===== config.mk =====
export PLATFORM = sky130hd
export DESIGN_NAME = spi_controller
export DESIGN_NICKNAME = d
export VERILOG_FILES = /design/src/rtl/spi_controller.sv
export SDC_FILE = /design/constraint.sdc
export NUM_CORES = 1
export LEC_CHECK = 0
export ABC_CLOCK_PERIOD_IN_PS = 3200
export BUFFER_PORTS_ARGS = -buffer_cell sky130_fd_sc_hd__buf_4
export CAP_MARGIN = 20
export CORE_UTILIZATION = 40
export CTS_CLUSTER_SIZE = 24
export DETAILED_ROUTE_END_ITERATION = 16
export PLACE_DENSITY_LB_ADDON = 0.12
export SYNTH_ARGS = -nofsm -noshare
export SYNTH_HDL_FRONTEND = slang
export SYNTH_SLANG_ARGS = --single-unit

===== constraint.sdc =====
create_clock -name clk -period 3.2 [get_ports clk]
set_input_delay 0.32 -clock clk [delete_from_list [all_inputs] [get_ports clk]]
set_output_delay 0.32 -clock clk [all_outputs]
set_load 0.03 [all_outputs]

===== src/rtl/spi_controller.sv =====
// -----------------------------------------------------------------------------
// spi_controller
// Master-mode SPI sequencer. Generates SCK at a selectable rate, drives slave
// select, and emits one-cycle shift/sample strobes for an external shift
// register. Maintains the transfer-complete (spif) and write-collision (wcol)
// flags.
//
// Optional build macro: SPI_CTRL_IRQ_EN
//   When defined, adds input spie and output irq (irq = spif & spie, registered).
//
// Ports
//   clk        system clock, rising edge
//   rst_n      synchronous active-low reset
//   spe        SPI enable; dropping it aborts a transfer
//   mstr       master select; transfers start only when high
//   cpol       SCK idle level
//   cpha       clock phase
//   spr[1:0]   half-period select: 1, 2, 4, 8 clk cycles
//   start      one-cycle pulse from a data-register write
//   flag_clr   clears spif and wcol (a same-cycle set wins)
//   spie       interrupt enable        (SPI_CTRL_IRQ_EN only)
//   irq        interrupt request       (SPI_CTRL_IRQ_EN only)
//   sck        serial clock to pad
//   ss_n       slave select, active-low
//   shift_en   one-cycle strobe: advance shifter one bit
//   sample_en  one-cycle strobe: capture MISO
//   busy       high while in LOAD, XFER or DONE
//   spif       transfer-complete flag
//   wcol       write-collision flag
//
// State  | meaning
// -------+---------------------------------------------------------------
// IDLE   | sck follows live cpol, ss_n high, waiting for start
// LOAD   | one cycle, ss_n low; first bit presented when cpha=0
// XFER   | 2*DWIDTH sck toggles, one every H cycles
// DONE   | one cycle after the last toggle; sets spif on exit
// -----------------------------------------------------------------------------
module spi_controller #(
  parameter int DWIDTH = 8
) (
  input  logic       clk,
  input  logic       rst_n,
  input  logic       spe,
  input  logic       mstr,
  input  logic       cpol,
  input  logic       cpha,
  input  logic [1:0] spr,
  input  logic       start,
  input  logic       flag_clr,
`ifdef SPI_CTRL_IRQ_EN
  input  logic       spie,
  output logic       irq,
`endif
  output logic       sck,
  output logic       ss_n,
  output logic       shift_en,
  output logic       sample_en,
  output logic       busy,
  output logic       spif,
  output logic       wcol
);

  localparam int TW = $clog2(2 * DWIDTH + 1);
  localparam logic [TW-1:0] TGL_TOTAL = TW'(2 * DWIDTH);

  typedef enum logic [1:0] {
    S_IDLE = 2'd0,
    S_LOAD = 2'd1,
    S_XFER = 2'd2,
    S_DONE = 2'd3
  } state_t;

  state_t        r_state;
  logic          r_cpol;
  logic          r_cpha;
  logic [1:0]    r_spr;
  logic [2:0]    r_div;
  logic [TW-1:0] r_tgl_left;
  logic          r_sck;
  logic          r_ss_n;
  logic          r_shift_en;
  logic          r_sample_en;
  logic          r_busy;
  logic          r_spif;
  logic          r_wcol;

  logic w_tgl_now;
  logic w_leading;
  logic w_last;
  logic w_spif_set;
  logic w_wcol_set;

  // Reload value for the half-period down-counter (H-1).
  function automatic logic [2:0] half_m1(input logic [1:0] s);
    case (s)
      2'b00:   half_m1 = 3'd0;
      2'b01:   half_m1 = 3'd1;
      2'b10:   half_m1 = 3'd3;
      default: half_m1 = 3'd7;
    endcase
  endfunction

  assign w_tgl_now  = (r_div == 3'd0);
  // Toggles remaining counts down from an even total, so an even remainder
  // marks an odd (leading) toggle.
  assign w_leading  = ~r_tgl_left[0];
  assign w_last     = (r_tgl_left == TW'(1));
  // An abort in DONE leaves spif untouched.
  assign w_spif_set = (r_state == S_DONE) && spe;
  assign w_wcol_set = start && r_busy;

  always_ff @(posedge clk) begin
    if (!rst_n) begin
      r_state     <= S_IDLE;
      r_cpol      <= 1'b0;
      r_cpha      <= 1'b0;
      r_spr       <= 2'b00;
      r_div       <= 3'd0;
      r_tgl_left  <= '0;
      r_sck       <= 1'b0;
      r_ss_n      <= 1'b1;
      r_shift_en  <= 1'b0;
      r_sample_en <= 1'b0;
      r_busy      <= 1'b0;
      r_spif      <= 1'b0;
      r_wcol      <= 1'b0;
    end else begin
      r_shift_en  <= 1'b0;
      r_sample_en <= 1'b0;

      case (r_state)
        S_IDLE: begin
          r_sck  <= cpol;
          r_ss_n <= 1'b1;
          r_busy <= 1'b0;
          if (start && spe && mstr) begin
            r_state    <= S_LOAD;
            r_cpol     <= cpol;
            r_cpha     <= cpha;
            r_spr      <= spr;
            r_ss_n     <= 1'b0;
            r_busy     <= 1'b1;
            // cpha=0 presents the first bit before the first edge.
            r_shift_en <= ~cpha;
          end
        end

        S_LOAD: begin
          r_state    <= S_XFER;
          r_div      <= half_m1(r_spr);
          r_tgl_left <= TGL_TOTAL;
        end

        S_XFER: begin
          if (w_tgl_now) begin
            r_sck      <= ~r_sck;
            r_div      <= half_m1(r_spr);
            r_tgl_left <= r_tgl_left - TW'(1);
            if (r_cpha) begin
              r_shift_en  <= w_leading;
              r_sample_en <= ~w_leading;
            end else begin
              r_sample_en <= w_leading;
              r_shift_en  <= ~w_leading && ~w_last;
            end
            if (w_last) r_state <= S_DONE;
          end else begin
            r_div <= r_div - 3'd1;
          end
        end

        S_DONE: begin
          r_state <= S_IDLE;
          r_sck   <= cpol;
          r_ss_n  <= 1'b1;
          r_busy  <= 1'b0;
        end

        default: r_state <= S_IDLE;
      endcase

      // Disable while active overrides whatever the state logic chose.
      if ((r_state != S_IDLE) && !spe) begin
        r_state     <= S_IDLE;
        r_sck       <= r_cpol;
        r_ss_n      <= 1'b1;
        r_busy      <= 1'b0;
        r_shift_en  <= 1'b0;
        r_sample_en <= 1'b0;
      end

      // Clear first so a same-cycle set wins.
      if (flag_clr) begin
        r_spif <= 1'b0;
        r_wcol <= 1'b0;
      end
      if (w_spif_set) r_spif <= 1'b1;
      if (w_wcol_set) r_wcol <= 1'b1;
    end
  end

`ifdef SPI_CTRL_IRQ_EN
  logic r_irq;

  always_ff @(posedge clk) begin
    if (!rst_n) r_irq <= 1'b0;
    else        r_irq <= r_spif & spie;
  end

  assign irq = r_irq;
`endif

  assign sck       = r_sck;
  assign ss_n      = r_ss_n;
  assign shift_en  = r_shift_en;
  assign sample_en = r_sample_en;
  assign busy      = r_busy;
  assign spif      = r_spif;
  assign wcol      = r_wcol;

endmodule

==> results of run 1 <==
stage by stage:
step	cell area, µm²	setup slack (ps)	utilization	std cells	total power, W
global placement	1250	1560	0.490	163	0.000691
finish	1270	1520	0.500	167	0.000820
CTS	1270	1500	0.500	167	0.000825
floorplan	1110	1740	-	120	0.000622
global route	1270	1350	0.500	167	0.000877
detailed placement	1250	1540	0.490	163	0.000692
kinds of logic after synthesis:
kind of cell | share of synthesized area
flops | 0.380
compound gates | 0.168
simple gates | 0.249
buf+inv | 0.0441
xor+xnor | 0.0237
mux | 0.0452
fa+ha+maj | 0.0904
state kept, by name (all words and copies together), names as in the netlist, 2 cells and up:
name and flops:
r_state 2, r_div 3, r_tgl_left 5, r_spr 2
how the worst max path moves through the flow:
stage                       start       endpoint  slack [ps]  cells past startpoint
global placement       r_state[0]            sck        1560                      6
global route           r_state[0]  r_tgl_left[4]        1350                      6
floorplan           r_tgl_left[0]     r_state[1]        1740                      5
CTS                    r_state[0]  r_tgl_left[4]        1500                      6
finish                 r_state[0]  r_tgl_left[4]        1520                      6
detailed placement     r_state[0]  r_tgl_left[4]        1540                      6
worst min-delay path: cells and delay by family:
| family | cells | cell delay (ps) |
|---|---|---|
| simple gates | 1 | 90 |
| mux | 1 | 50 |
| buf+inv | 1 | 80 |
cells in the mapped netlist (2+ instances only):
library cell and count:
a21boi_0 3, a21o_1 2, a21oi_1 5, a22oi_1 2, and2_1 3, dfxtp_1 21, ha_1 8, inv_1 8
mux2i_1 5, nand2_1 7, nand2b_1 5, nand3_1 5, nor2_1 7, nor2b_1 10, nor3_1 2, nor4_1 3
o211ai_1 3, o21ai_0 3, xnor2_1 3
area by class of cell:
class | instances | share of cell area
clock buffers | 4 | 0.0206
inverters | 8 | 0.0236
multi-input cells | 88 | 0.501
flip-flops and latches | 21 | 0.330
well taps | 30 | 0.0295
repair buffers | 16 | 0.0944
report_power, final:
part           total, W  switching [W]  internal (W)
Combinational  0.000348       0.000188      0.000160
Clock          0.000131      0.0000827     0.0000486
Sequential     0.000340      0.0000357      0.000305
routing by layer:
metal | vias up | track usage | routed length (µm)
met3 | 5 | 0.0278 | 116
met5 | - | 0 | 0
met4 | 0 | 0.0769 | 37
li1 | 449 | - | -
met2 | 28 | 0.239 | 893
met1 | 393 | 0.202 | 1070
==> summary.txt, run 1 <==
Synth cell types: 34
Minimum clock period: 1680 ps
Power per Cell Area: 644 nW/µm²
Most frequent cells in the layout: 21 x dfxtp_1, 16 x buf_4, 10 x nor2b_1
Num CTS Buffers: 3
Area of the die: 2980 µm²
Mapped Area: 1110 µm²
Number of vias per cell: 5.24
Fill count: 250
I/O pin count: 17
Clock Skew: 4.89 ps
Leading area contributor after synthesis: dfxtp_1
EDFF count, synth: 0
Clock sinks: 21
Main area contributors after synthesis: dfxtp_1 38%, ha_1 9.0%, nor2b_1 5.6%, mux2i_1 4.5%, nand2b_1 2.8%
Syn Inst Count: 120
Yosys reg bits: 21
Final HPWL from detailed placement: 1570 µm
Most common cell after layout, fill and taps aside: dfxtp_1
Post-synthesis async set-or-reset flop share: 0
Largest net degree at the start of global routing: 17
Vias: 875
Placement row count: 18
Gr usage total: 0.154
F_max: 0.596 GHz
Core footprint: 2540 µm²
Worst skew pair latency: 310 ps
Die width: 54.6 µm
CP Capture Type: flop
Post-CTS Resized: 0
CP startpoint kind: flop
Worst reg-to-reg path cell count: 6
Leak: 0.545 nW
Status: complete, no violations
RSZ-0062 raised after global routing: false
Synthesized Nets: 138
CTS tree: done
Post-CTS Setup Inserts: 0
Gpl congestion: 0.818
Starting density of the core: 0.435
Number of antenna violations at the first check in global routing: 0
Critical Path AT: 1880 ps
Slowest CP cell: ha_1
Remaining global-route overflow: 0
CP top delay family: simple AND/OR/NAND/NOR gates
ANT nets after route: 0
R2R setup slack: 1520 ps
Initial DRC count: 14
Hold Crit Class: in2reg
Hold Startpoint: spr[0]
Layout cells sized above 1: 0.190
Period utilization: 0.524
Fin. max-slew vios: 0
Die Span Y: 54.6 µm
Worst-Margin Slew: 446 ps
Hold slack: 266 ps
Max transition margin: 0.703
Post-Syn Area per Cell: 9.23 µm²
Yosys Warn Count: 0
Hold path depth: 3
Hold Path End: r_spr[0]
RR Startpoint: r_state[0]
Worst path bufs/invs: 1
Final nets: 156
Hold buffer count at CTS: 0
CP Class: reg2reg
Setup violators final: 0
Critical path fanouts, max: 10
Setup_tns: 0 ps
Critical Path RT: 3400 ps
DRC: 0
Final Hold Fails: 0
Peak supply drop: 0.000342 V
First-pass GRT wire length: 3190 µm
Clk pin slew, worst setup/hold paths: 120 ps
DR pass1 iterations: 4
Ant diodes: 0
H-tree Lvls: 1
Port Buf Inserts: 16
Critical Path Max Stage Delay: 430 ps
WL final: 2120 µm
Area occupied by multi-input gates: 638 µm²
Synth top area share: 0.380
Worst r2r dst: r_tgl_left[4]
Area grow syn2layout: 14.9%
Max-Cap Viols: 0
Sequential share of the synthesized area: 0.380
Clk buf depth: 2
Register area: 420 µm²
Main synth FF type: dfxtp_1
Crit-path cells: inv_1, ha_1, nand3b_4, nor4_1, xnor2_1, a21boi_0
Root buffer cell: clkbuf_4
Number of global-route vias before repair: 724
Wire length per cell: 12.7 µm
Note: power is estimated with default switching activity, not from simulation.
==> inputs of run 2 (changes only) <==
ABC_CLOCK_PERIOD_IN_PS = 1530   (was 3200)
clock period = 1.53 ns   (was 3.2 ns; I/O delays follow)
==> run 2 against run 1 <==
Effect of this change:
- clock skew grew 7.2 ps
- total power up 120%
- sequential power grew 110%
- non-clock buffer count up 8
- cell area up 6.9%
- cell count rose by 4.8%
- critical path type unchanged
- largest cell class unchanged
==> summary.txt, run 2 (synthesis results as in run 1) <==
Port Buf Inserts: 16 (unchanged)
Register area: 423 µm² (was 420 µm²)
WL final: 2220 µm (was 2120 µm)
CP Class: reg2reg (unchanged)
Slowest CP cell: or4b_4 (was ha_1)
CP Capture Type: flop (unchanged)
Clock sinks: 21 (unchanged)
First-pass GRT wire length: 3750 µm (was 3190 µm)
Peak supply drop: 0.000646 V (was 0.000342 V)
F_max: 0.672 GHz (was 0.596 GHz)
Die Span Y: 54.6 µm (unchanged)
Clock Skew: 12.0 ps (was 4.89 ps)
Layout cells sized above 1: 0.290 (was 0.190)
Gr usage total: 0.179 (was 0.154)
Area grow syn2layout: 22.8% (was 14.9%)
Setup violators final: 0 (unchanged)
CP startpoint kind: flop (unchanged)
Gpl congestion: 0.806 (was 0.818)
Worst reg-to-reg path cell count: 6 (unchanged)
Critical path capture point: r_state[1] (was r_tgl_left[4])
DRC: 0 (unchanged)
Area of the die: 2980 µm² (unchanged)
Status: complete, no violations (unchanged)
Clk pin slew, worst setup/hold paths: 130 ps (was 120 ps)
Largest net degree at the start of global routing: 17 (unchanged)
Starting density of the core: 0.435 (unchanged)
ANT nets after route: 0 (unchanged)
Critical path fanouts, max: 3 (was 10)
CP top delay family: simple AND/OR/NAND/NOR gates (unchanged)
Flip-flop count of the largest register after layout: 5 (unchanged)
Worst setup path start: r_tgl_left[1] (was r_state[0])
Die width: 54.6 µm (unchanged)
Worst skew pair latency: 310 ps (about the same)
Fin. max-slew vios: 0 (unchanged)
Num CTS Buffers: 3 (unchanged)
R2R setup slack: 40 ps (was 1520 ps)
Wire length per cell: 12.7 µm (about the same)
RR Startpoint: r_tgl_left[1] (was r_state[0])
Number of antenna violations at the first check in global routing: 0 (unchanged)
Max transition margin: 0.798 (was 0.703)
Most common cell after layout, fill and taps aside: buf_4 (was dfxtp_1)
Biggest regs: r_tgl_left (5), r_div (3) (unchanged)
Critical Path Max Stage Delay: 470 ps (was 430 ps)
Reg with most FFs: r_tgl_left (unchanged)
Clk buf depth: 2 (unchanged)
I/O pin count: 17 (unchanged)
Crit-path cells: inv_2, ha_1, or4b_4, a22oi_4, a21o_2, a21oi_2 (was inv_1, ha_1, nand3b_4, nor4_1, xnor2_1, a21boi_0)
Vias: 902 (was 875)
Power per Cell Area: 1360 nW/µm² (was 644 nW/µm²)
Setup_tns: 0 ps (unchanged)
DR pass1 iterations: 4 (unchanged)
Final Hold Fails: 0 (unchanged)
Number of cells on the critical path: 6 (unchanged)
Number of global-route vias before repair: 829 (was 724)
Final HPWL from detailed placement: 1680 µm (was 1570 µm)
Hold Crit Class: in2reg (unchanged)
Final Power: 0.00184 W (was 0.000820 W)
Number of vias per cell: 5.15 (was 5.24)
Period utilization: 0.972 (was 0.524)
H-tree Lvls: 1 (unchanged)
Critical Path RT: 1740 ps (was 3400 ps)
Worst path bufs/invs: 1 (unchanged)
Area occupied by multi-input gates: 662 µm² (was 638 µm²)
Hold Startpoint: spr[1] (was spr[0])
Initial DRC count: 10 (was 14)
Hold buffer count at CTS: 0 (unchanged)
Worst r2r dst: r_state[1] (was r_tgl_left[4])
Final nets: 164 (was 156)
Minimum clock period: 1490 ps (was 1680 ps)
Placement row count: 18 (unchanged)
Max-Cap Viols: 0 (unchanged)
Post-Place Worst Slack: 49.3 ps (was 1540 ps)
Fill count: 260 (was 250)
Root buffer cell: clkbuf_4 (unchanged)
Leak: 0.590 nW (was 0.545 nW)
Most frequent cells in the layout: 24 x buf_4, 19 x dfxtp_1, 10 x nor2b_1 (was 21 x dfxtp_1, 16 x buf_4, 10 x nor2b_1)
Worst-Margin Slew: 300 ps (was 446 ps)
Ant diodes: 0 (unchanged)
RSZ-0062 raised after global routing: true (was false)
CTS tree: done (unchanged)
Core footprint: 2540 µm² (unchanged)
Remaining global-route overflow: 0 (unchanged)
Final worst slack: 42.7 ps (was 1520 ps)
Critical Path AT: 1700 ps (was 1880 ps)
## run 2: cell count changes in the layout (fill, tap and decap cells not counted), moves of 2 or more
cell and delta:
dfxtp_1 -2, dfxtp_2 +2, ha_1 -2, buf_4 +8
## run 2: where the power goes
part | internal [W] | total, W | switching, W
clock | 0.0000974 | 0.000272 | 0.000174
sequential | 0.000640 | 0.000710 | 0.0000704
combinational | 0.000434 | 0.000861 | 0.000428
## run 2: layout make-up
class                           instances  area share
Clock buffer                            3      0.0166
Clock inverter                          1     0.00368
Inverter                                8      0.0221
Multi-Input combinational cell         88       0.487
Sequential cell                        21       0.311
Tap cell                               30      0.0276
Timing Repair Buffer                   24       0.132
## run 2: how the worst min path moves through the flow
| stage | depth (start not counted) | endpoint | slack (ps) |
|---|---|---|---|
| final | 3 | r_spr[1] | 100 |
| after global routing | 3 | r_spr[1] | 100 |
| after CTS | 3 | r_spr[1] | 90 |
| after detailed placement | 3 | r_spr[1] | 420 |
| after global placement | 3 | r_spr[1] | 410 |
| after floorplan | 1 | r_spr[0] | 280 |
## run 2: tightest hold or removal path: stages
cell and delay, ps:
buf_4 70, mux2i_1 50, nor2b_1 100
## run 2: routing by layer
layer / routed length, µm / GRT usage / share of wire / vias to the layer above
met1: 1080 / 0.241 / 0.49 / 409
met5: 0 / 0 / 0 / -
li1: - / - / - / 466
met2: 1020 / 0.287 / 0.46 / 23
met4: 24 / 0.0641 / 0.011 / 0
met3: 97 / 0.0250 / 0.044 / 4
## run 2: timing repair
item | in CTS | in global routing
buffers inserted | 0 | 1
hold endpoints to repair | 0 | 0
setup endpoints to repair | 0 | 9
gates resized for setup | 0 | 8
## run 2: through the flow
stage	util	hold slack (ps)	instance area [µm²]	cells
floorplan	-	281	1110	120
global placement	0.510	408	1300	170
detailed placement	0.510	425	1300	170
CTS	0.521	92.0	1330	174
global route	0.534	95.5	1360	175
finish	0.534	96.8	1360	175
